[src/rtl/uart_frame_transceiver_if.sv]
// Frame-level bundle between system logic, the frame engine and the byte UART core.
// master = system/byte-core side, slave = frame engine.
interface uart_frame_transceiver_if #(
   parameter int BYTES  = 8,
   parameter int DWIDTH = 8,
   parameter int LW     = $clog2(BYTES + 1)
);
   logic                    iSendReq;
   logic [LW-1:0]           iSendLen;
   logic [BYTES*DWIDTH-1:0] iSendDatas;
   logic                    oSendBusy;
   logic                    oSendDone;
   logic                    oTxStart;
   logic [DWIDTH-1:0]       oTxData;
   logic                    iTxDone;
   logic [DWIDTH-1:0]       iRxData;
   logic                    iRxDone;
   logic                    oRecvReception;
   logic [BYTES*DWIDTH-1:0] oRecvDatas;
   logic [LW-1:0]           oRecvLen;
   logic                    oRecvDone;
   logic                    oRecvTimeout;

   modport master (
      output iSendReq, iSendLen, iSendDatas, iTxDone, iRxData, iRxDone,
      input  oSendBusy, oSendDone, oTxStart, oTxData,
      input  oRecvReception, oRecvDatas, oRecvLen, oRecvDone, oRecvTimeout
   );

   modport slave (
      input  iSendReq, iSendLen, iSendDatas, iTxDone, iRxData, iRxDone,
      output oSendBusy, oSendDone, oTxStart, oTxData,
      output oRecvReception, oRecvDatas, oRecvLen, oRecvDone, oRecvTimeout
   );
endinterface

[src/rtl/uart_frame_transceiver.sv]
// Multi-word frame engine on top of a byte-level UART core:
// TX serialises 1..BYTES words, RX assembles words with an idle timeout.
module uart_frame_transceiver #(
   parameter int BYTES   = 8,
   parameter int DWIDTH  = 8,
   parameter int TIMEOUT = 52080,
   parameter int LW      = $clog2(BYTES + 1)
) (
   input  logic                     iClock,
   input  logic                     iReset,
   uart_frame_transceiver_if.slave  bus
);
   localparam int FW = BYTES * DWIDTH;
   localparam int TW = $clog2(TIMEOUT);
   localparam logic [LW-1:0] L_MAX  = LW'(BYTES);
   localparam logic [TW-1:0] T_LAST = TW'(TIMEOUT - 1);

   typedef enum logic [1:0] {TX_IDLE, TX_START, TX_WAIT} tx_state_t;
   typedef enum logic       {RX_IDLE, RX_RECV}           rx_state_t;

   tx_state_t      r_tx_state, w_tx_next;
   logic [FW-1:0]  r_shift;
   logic [LW-1:0]  r_tx_len;
   logic [LW-1:0]  r_tx_sent;
   logic           r_send_done;
   logic           w_tx_accept;
   logic           w_tx_adv;
   logic           w_tx_last;
   logic [LW-1:0]  w_len_eff;

   assign w_tx_last = (r_tx_sent == r_tx_len - LW'(1));
   assign w_len_eff = (bus.iSendLen == '0 || bus.iSendLen > L_MAX) ?
                      L_MAX : bus.iSendLen;

   always_comb begin
      w_tx_next   = r_tx_state;
      w_tx_accept = 1'b0;
      w_tx_adv    = 1'b0;
      unique case (r_tx_state)
         TX_IDLE: if (bus.iSendReq) begin
            w_tx_accept = 1'b1;
            w_tx_next   = TX_START;
         end
         TX_START: w_tx_next = TX_WAIT;
         TX_WAIT: if (bus.iTxDone) begin
            if (w_tx_last) begin
               w_tx_next = TX_IDLE;
            end else begin
               w_tx_adv  = 1'b1;
               w_tx_next = TX_START;
            end
         end
         default: w_tx_next = TX_IDLE;
      endcase
   end

   always_ff @(posedge iClock) begin
      if (iReset) r_tx_state <= TX_IDLE;
      else        r_tx_state <= w_tx_next;
   end

   always_ff @(posedge iClock) begin
      if (iReset) begin
         r_shift     <= '0;
         r_tx_len    <= '0;
         r_tx_sent   <= '0;
         r_send_done <= 1'b0;
      end else begin
         r_send_done <= (r_tx_state == TX_WAIT) && bus.iTxDone && w_tx_last;
         if (w_tx_accept) begin
            r_shift   <= bus.iSendDatas;
            r_tx_len  <= w_len_eff;
            r_tx_sent <= '0;
         end else if (w_tx_adv) begin
            r_shift   <= r_shift >> DWIDTH;
            r_tx_sent <= r_tx_sent + LW'(1);
         end
      end
   end

   assign bus.oSendBusy = (r_tx_state != TX_IDLE);
   assign bus.oTxStart  = (r_tx_state == TX_START);
   assign bus.oTxData   = r_shift[DWIDTH-1:0];
   assign bus.oSendDone = r_send_done;

   rx_state_t      r_rx_state, w_rx_next;
   logic [FW-1:0]  r_buf, w_buf_next;
   logic [LW-1:0]  r_idx, w_wr_idx;
   logic [TW-1:0]  r_tcnt;
   logic [FW-1:0]  r_recv_datas;
   logic [LW-1:0]  r_recv_len;
   logic           r_recv_done;
   logic           r_recv_tmo;
   logic           w_rx_full;
   logic           w_rx_tmo;

   // A new frame starts from a cleared buffer so short frames read back zero-padded.
   always_comb begin
      w_wr_idx   = (r_rx_state == RX_IDLE) ? '0 : r_idx;
      w_buf_next = (r_rx_state == RX_IDLE) ? '0 : r_buf;
      w_buf_next[w_wr_idx*DWIDTH +: DWIDTH] = bus.iRxData;
   end

   assign w_rx_full = (w_wr_idx == L_MAX - LW'(1));
   assign w_rx_tmo  = (r_rx_state == RX_RECV) && !bus.iRxDone &&
                      (r_tcnt == T_LAST);

   always_comb begin
      w_rx_next = r_rx_state;
      if (bus.iRxDone) w_rx_next = w_rx_full ? RX_IDLE : RX_RECV;
      else if (w_rx_tmo) w_rx_next = RX_IDLE;
   end

   always_ff @(posedge iClock) begin
      if (iReset) r_rx_state <= RX_IDLE;
      else        r_rx_state <= w_rx_next;
   end

   always_ff @(posedge iClock) begin
      if (iReset) begin
         r_buf        <= '0;
         r_idx        <= '0;
         r_tcnt       <= '0;
         r_recv_datas <= '0;
         r_recv_len   <= '0;
         r_recv_done  <= 1'b0;
         r_recv_tmo   <= 1'b0;
      end else begin
         r_recv_done <= 1'b0;
         r_recv_tmo  <= 1'b0;
         if (bus.iRxDone) begin
            r_buf  <= w_buf_next;
            r_idx  <= w_wr_idx + LW'(1);
            r_tcnt <= '0;
            if (w_rx_full) begin
               r_recv_datas <= w_buf_next;
               r_recv_len   <= L_MAX;
               r_recv_done  <= 1'b1;
            end
         end else if (r_rx_state == RX_RECV) begin
            if (r_tcnt == T_LAST) begin
               r_recv_datas <= r_buf;
               r_recv_len   <= r_idx;
               r_recv_tmo   <= 1'b1;
            end else begin
               r_tcnt <= r_tcnt + TW'(1);
            end
         end
      end
   end

   assign bus.oRecvReception = (r_rx_state == RX_RECV);
   assign bus.oRecvDatas     = r_recv_datas;
   assign bus.oRecvLen       = r_recv_len;
   assign bus.oRecvDone      = r_recv_done;
   assign bus.oRecvTimeout   = r_recv_tmo;
endmodule

[src/flat_wrapper.sv]
// flat-port wrapper written by rule: the top's interface ports become plain ports
module uart_frame_transceiver_flat 
#(
   parameter int BYTES   = 8,
   parameter int DWIDTH  = 8,
   parameter int TIMEOUT = 52080,
   parameter int LW      = $clog2(BYTES + 1)
)
  (iClock, iReset, bus_iSendReq, bus_iSendLen, bus_iSendDatas, bus_iTxDone, bus_iRxData, bus_iRxDone, bus_oSendBusy, bus_oSendDone, bus_oTxStart, bus_oTxData, bus_oRecvReception, bus_oRecvDatas, bus_oRecvLen, bus_oRecvDone, bus_oRecvTimeout);
  uart_frame_transceiver_if #(.BYTES(BYTES), .DWIDTH(DWIDTH), .LW(LW)) bus_i ();
  input  logic iClock;
  input  logic iReset;
  input wire logic [$bits(bus_i.iSendReq)-1:0] bus_iSendReq;
  input wire logic [$bits(bus_i.iSendLen)-1:0] bus_iSendLen;
  input wire logic [$bits(bus_i.iSendDatas)-1:0] bus_iSendDatas;
  input wire logic [$bits(bus_i.iTxDone)-1:0] bus_iTxDone;
  input wire logic [$bits(bus_i.iRxData)-1:0] bus_iRxData;
  input wire logic [$bits(bus_i.iRxDone)-1:0] bus_iRxDone;
  output wire logic [$bits(bus_i.oSendBusy)-1:0] bus_oSendBusy;
  output wire logic [$bits(bus_i.oSendDone)-1:0] bus_oSendDone;
  output wire logic [$bits(bus_i.oTxStart)-1:0] bus_oTxStart;
  output wire logic [$bits(bus_i.oTxData)-1:0] bus_oTxData;
  output wire logic [$bits(bus_i.oRecvReception)-1:0] bus_oRecvReception;
  output wire logic [$bits(bus_i.oRecvDatas)-1:0] bus_oRecvDatas;
  output wire logic [$bits(bus_i.oRecvLen)-1:0] bus_oRecvLen;
  output wire logic [$bits(bus_i.oRecvDone)-1:0] bus_oRecvDone;
  output wire logic [$bits(bus_i.oRecvTimeout)-1:0] bus_oRecvTimeout;
  assign bus_i.iSendReq = bus_iSendReq;
  assign bus_i.iSendLen = bus_iSendLen;
  assign bus_i.iSendDatas = bus_iSendDatas;
  assign bus_i.iTxDone = bus_iTxDone;
  assign bus_i.iRxData = bus_iRxData;
  assign bus_i.iRxDone = bus_iRxDone;
  assign bus_oSendBusy = bus_i.oSendBusy;
  assign bus_oSendDone = bus_i.oSendDone;
  assign bus_oTxStart = bus_i.oTxStart;
  assign bus_oTxData = bus_i.oTxData;
  assign bus_oRecvReception = bus_i.oRecvReception;
  assign bus_oRecvDatas = bus_i.oRecvDatas;
  assign bus_oRecvLen = bus_i.oRecvLen;
  assign bus_oRecvDone = bus_i.oRecvDone;
  assign bus_oRecvTimeout = bus_i.oRecvTimeout;
  uart_frame_transceiver #(.BYTES(BYTES), .DWIDTH(DWIDTH), .TIMEOUT(TIMEOUT), .LW(LW)) u_core (.iClock(iClock), .iReset(iReset), .bus(bus_i));
endmodule
[config.mk]
export PLATFORM = sky130hd
export DESIGN_NAME = uart_frame_transceiver_flat
export DESIGN_NICKNAME = d
export VERILOG_FILES = /design/src/rtl/uart_frame_transceiver_if.sv /design/src/rtl/uart_frame_transceiver.sv /design/src/flat_wrapper.sv
export SDC_FILE = /design/constraint.sdc
export NUM_CORES = 1
export LEC_CHECK = 0
export ABC_AREA = 1
export CORE_UTILIZATION = 55
export CTS_BUF_LIST = sky130_fd_sc_hd__clkbuf_4
export CTS_CLUSTER_SIZE = 14
export DETAILED_ROUTE_END_ITERATION = 12
export GPL_ROUTABILITY_DRIVEN = 0
export GPL_TIMING_DRIVEN = 0
export HOLD_SLACK_MARGIN = 0.15
export PLACE_DENSITY_LB_ADDON = 0.15
export SLEW_MARGIN = 20
export SYNTH_ARGS = -nofsm -noshare
export SYNTH_HDL_FRONTEND = slang
export SYNTH_SLANG_ARGS = --single-unit
[constraint.sdc]
create_clock -name iClock -period 7.65 [get_ports iClock]
set_clock_uncertainty 0.2 [all_clocks]
set_input_delay 1.53 -clock iClock [delete_from_list [all_inputs] [get_ports iClock]]
set_output_delay 1.53 -clock iClock [all_outputs]
set_load 0.02 [all_outputs]
==> metrics.txt, run 1 <==
core area=between 15,000 and 20,000 sq um; pre-CTS setup slack=about 3.7 ns; leakage=5.997 nW; largest net degree at the start of global routing=15; via count=about 11,000; IO buf count=161; cts hold-fix bufs=0; Non-Filler Instances=2,091; most frequent cell after synthesis=nand2_1; vias per inst=5.277; fin worst setup slack=4.019 ns; setup TNS=0 ns; starting DRC count in detailed routing=882; Initial Util=57.04%; largest area contributor in the netlist=dfxtp_1; Inserted Clock Buffers=57; clk slew on worst S/H paths=around 0.07 ns; top cells by area, synth=dfxtp_1, nand2_1, nand3_1; hold_sp=u_core.r_buf[44]; clk sinks=between 200 and 250; # resized after CTS=0; met1 usage=37.14%; PD cells=between 150 and 200 nW/um^2; Initial DRT Pass Iterations=7; share of cells above drive strength 1=between 8 and 9%; library cells used by synthesis=41; prevailing post-synth register cell=dfxtp_1; Routed Antenna Nets=0; unrepaired setup endpoints after global routing=no; grt total ovfl=0; global routing's busiest layer=met2; number of setup buffers added after CTS=0; Synth Instances=1,577; row count=50; Compound-Gate Fraction of Synth Area=between 10% and 20%; antenna violations before repair=1; number of synthesized register bits=230; FF-to-FF End=u_core.bus.oRecvDatas[37]; Synth top area share=42.58%; post-synthesis sequential area ratio=~43%; worst-path fanout max=3; first-pass GRT wire length=~48 mm; Final Power=2.502 mW; die width=142.2 um; die area=20,230 sq um; worst path arrival time=1.90 ns; syn_nets=1,664; Crit Reg-Reg Startpoint=u_core.bus.oRecvReception; max-slew violation count=0; maxcap violations=0; Post-synth top cells=nand2_1, dfxtp_1, nand3_1; Simple-Gate Fraction of Synth Area=32.39%; outcome=completed; Root Driver=clkbuf_4; final net count=1,884; largest family of logic cells by synthesized area=simple AND/OR/NAND/NOR gates; hold path endpoint=u_core.r_buf[44]; Worst Hold Class=flop to flop; Max IR drop VDD=0.1521 mV; Max clock buf depth=3; WL/cell=14.44 um; Fmax=275.4 MHz; post-synthesis mux area share=0%; Hold Fails Final Rpt=0; Synth async-reset ratio=0%; crit start category=flop; worst setup path class=flop to output port; Register-to-Register Path Depth=14; EDFF count, synth=0; syn_area_per_cell=approximately 6.9 sq um; Total Wirelength=roughly 30 mm; R2R setup slack=4.56 ns; adder-cell area share of the yosys netlist=0.6943%; met3 usage=4.946%; GRT Resource Usage Total=29.66%; post-synthesis instance area=10,810 sq um; global-route track usage on met2=between 40% and 50%; worst slew pin tran=0.7855 ns; CTS tree=yes; vias in the first global route=10,185; DRC=0; crit share post-route=a little under half; worst-skew pair later-pin latency=between 0.6 and 0.7 ns; CP Data Required Time=just under 6 ns; hold depth=2; H-tree depth=2; count of final setup violators=0; placed cell count=1,998; hpwl dp=roughly 22 mm; final worst path period need=3.631 ns; xor/xnor share of the synthesized area=1.215%; Setup crit end kind=output port; warnings from Yosys=0; Slew headroom=47.63%; P&R area growth vs syn=23.99%; Vert. Die Dim=142.2 um; boundary pin count=163
==> worst max-delay path, stage by stage (launching register included) <==
cell and delay, ns:
dfxtp_1 0.33, inv_1 0.06, nor2_1 0.18, clkdlybuf4s50_1 0.64
==> sequential cells by signal, indices dropped and copies added (netlist names) <==
signal / flops
u_core.bus.oRecvDatas: 64
u_core.bus.oRecvDone: 1
u_core.bus.oRecvLen: 4
u_core.bus.oRecvReception: 1
u_core.bus.oRecvTimeout: 1
u_core.bus.oSendDone: 1
u_core.r_buf: 64
u_core.r_idx: 4
u_core.r_shift: 64
u_core.r_tcnt: 16
u_core.r_tx_len: 4
u_core.r_tx_sent: 4
u_core.r_tx_state: 2
==> layout by cell type, fill, tap and decap left out, types with 3 or more instances in the layout <==
cell	synthesis	layout
o21ai_1	5	5
nand2_4	6	6
a22oi_1	6	6
ha_1	6	6
dfxtp_1	230	230
o21bai_1	24	24
nand2_2	6	6
inv_1	141	141
nand3_1	176	176
xnor2_1	7	7
nand4_1	21	21
inv_2	2	3
buf_2	23	23
nor2_1	93	93
nand2_1	472	472
o21ai_0	88	88
buf_1	6	6
clkbuf_4	1	83
buf_4	18	18
clkdlybuf4s50_1	0	161
a21oi_1	136	136
clkinv_1	1	9
clkbuf_1	52	52
xor2_1	8	8
or2_2	4	4
and2_1	16	16
o22ai_1	6	6
nor3_1	5	5
==> layer usage <==
layer | routed length (um) | vias to the layer above | part of all wire [%]
met5 | 0 | - | 0
met4 | 971 | 0 | 3.2
met3 | 2076 | 79 | 6.9
met2 | 14140 | 407 | 47
met1 | 13010 | 4994 | 43
li1 | - | 5554 | -
==> logic make-up (layout without fill, tap and decap cells) <==
kind of cell | count (synthesis) | in the layout
adder cells (fa/ha/maj) | 6 | 6
flip-flops | 230 | 230
other | 0 | 1
AO/OA/AOI/OAI | 273 | 273
XOR/XNOR | 15 | 15
buffers and inverters | 245 | 498
AND/OR/NAND/NOR | 808 | 808
==> through the flow <==
stage                     utilization (%)  hold slack, ns  area, sq um
final                               70.73          0.2697        13410
after global routing                70.73          0.2819        13410
after CTS                           70.71          0.2716        13400
after detailed placement            67.26          0.2609        12750
after global placement              67.26          0.2569        12750
after floorplan                         -          0.2446        10810
==> cell type report <==
cell class	count	area, sq um
well taps	260	325.3
inverters	144	540.5
repair buffers	161	1612
diodes	1	2.502
plain buffers	101	486.7
flip-flops and latches	230	4604
clock inverters	10	38.79
fillers	1686	5549
clock buffers	82	615.6
multi-input cells	1102	5181
==> where the power goes <==
group          switching [mW]  leakage [nW]  internal [mW]
Clock                   0.477         0.398          0.484
Combinational           0.188          3.74          0.112
Sequential             0.0153          1.86           1.23
Total                   0.681          6.00           1.82
==> worst max-delay path by stage <==
stage | cells after the start | endpoint | startpoint | slack, ns
2_1_floorplan | 6 | u_core.bus.oRecvDatas[59] | bus_iRxDone | 4.88
3_3_place_gp | 7 | u_core.bus.oRecvDatas[63] | bus_iRxDone | 3.81
3_5_place_dp | 7 | u_core.bus.oRecvDatas[63] | bus_iRxDone | 3.75
4_1_cts | 3 | bus_oTxStart | u_core.r_tx_state[0] | 4.00
5_1_grt | 3 | bus_oTxStart | u_core.r_tx_state[0] | 3.94
6_report | 3 | bus_oTxStart | u_core.r_tx_state[0] | 4.02
Note: power is estimated with default switching activity, not from simulation.
==> inputs of run 2 (changes only) <==
==> constraint.sdc (replaced) <==
create_clock -name iClock -period 3.4 [get_ports iClock]
set_clock_uncertainty 0.2 [all_clocks]
set_input_delay 0.68 -clock iClock [delete_from_list [all_inputs] [get_ports iClock]]
set_output_delay 0.68 -clock iClock [all_outputs]
set_load 0.02 [all_outputs]
==> results of run 2 <==
The final DEF is identical to that of run 1. Status: completed.
Main changes from that run: setup slack after placement 3.747 ns -> 0.3469 ns; setup slack after layout 4.019 ns -> 0.3150 ns; start point of the critical path u_core.r_tx_state[0] -> u_core.bus.oRecvReception; end point of the critical path bus_oTxStart -> u_core.bus.oRecvDatas[37]; register-to-register setup slack 4.56 ns -> 0.31 ns; total power 2.502 mW -> 5.629 mW; worst IR drop on VDD 0.1521 mV -> 0.3423 mV
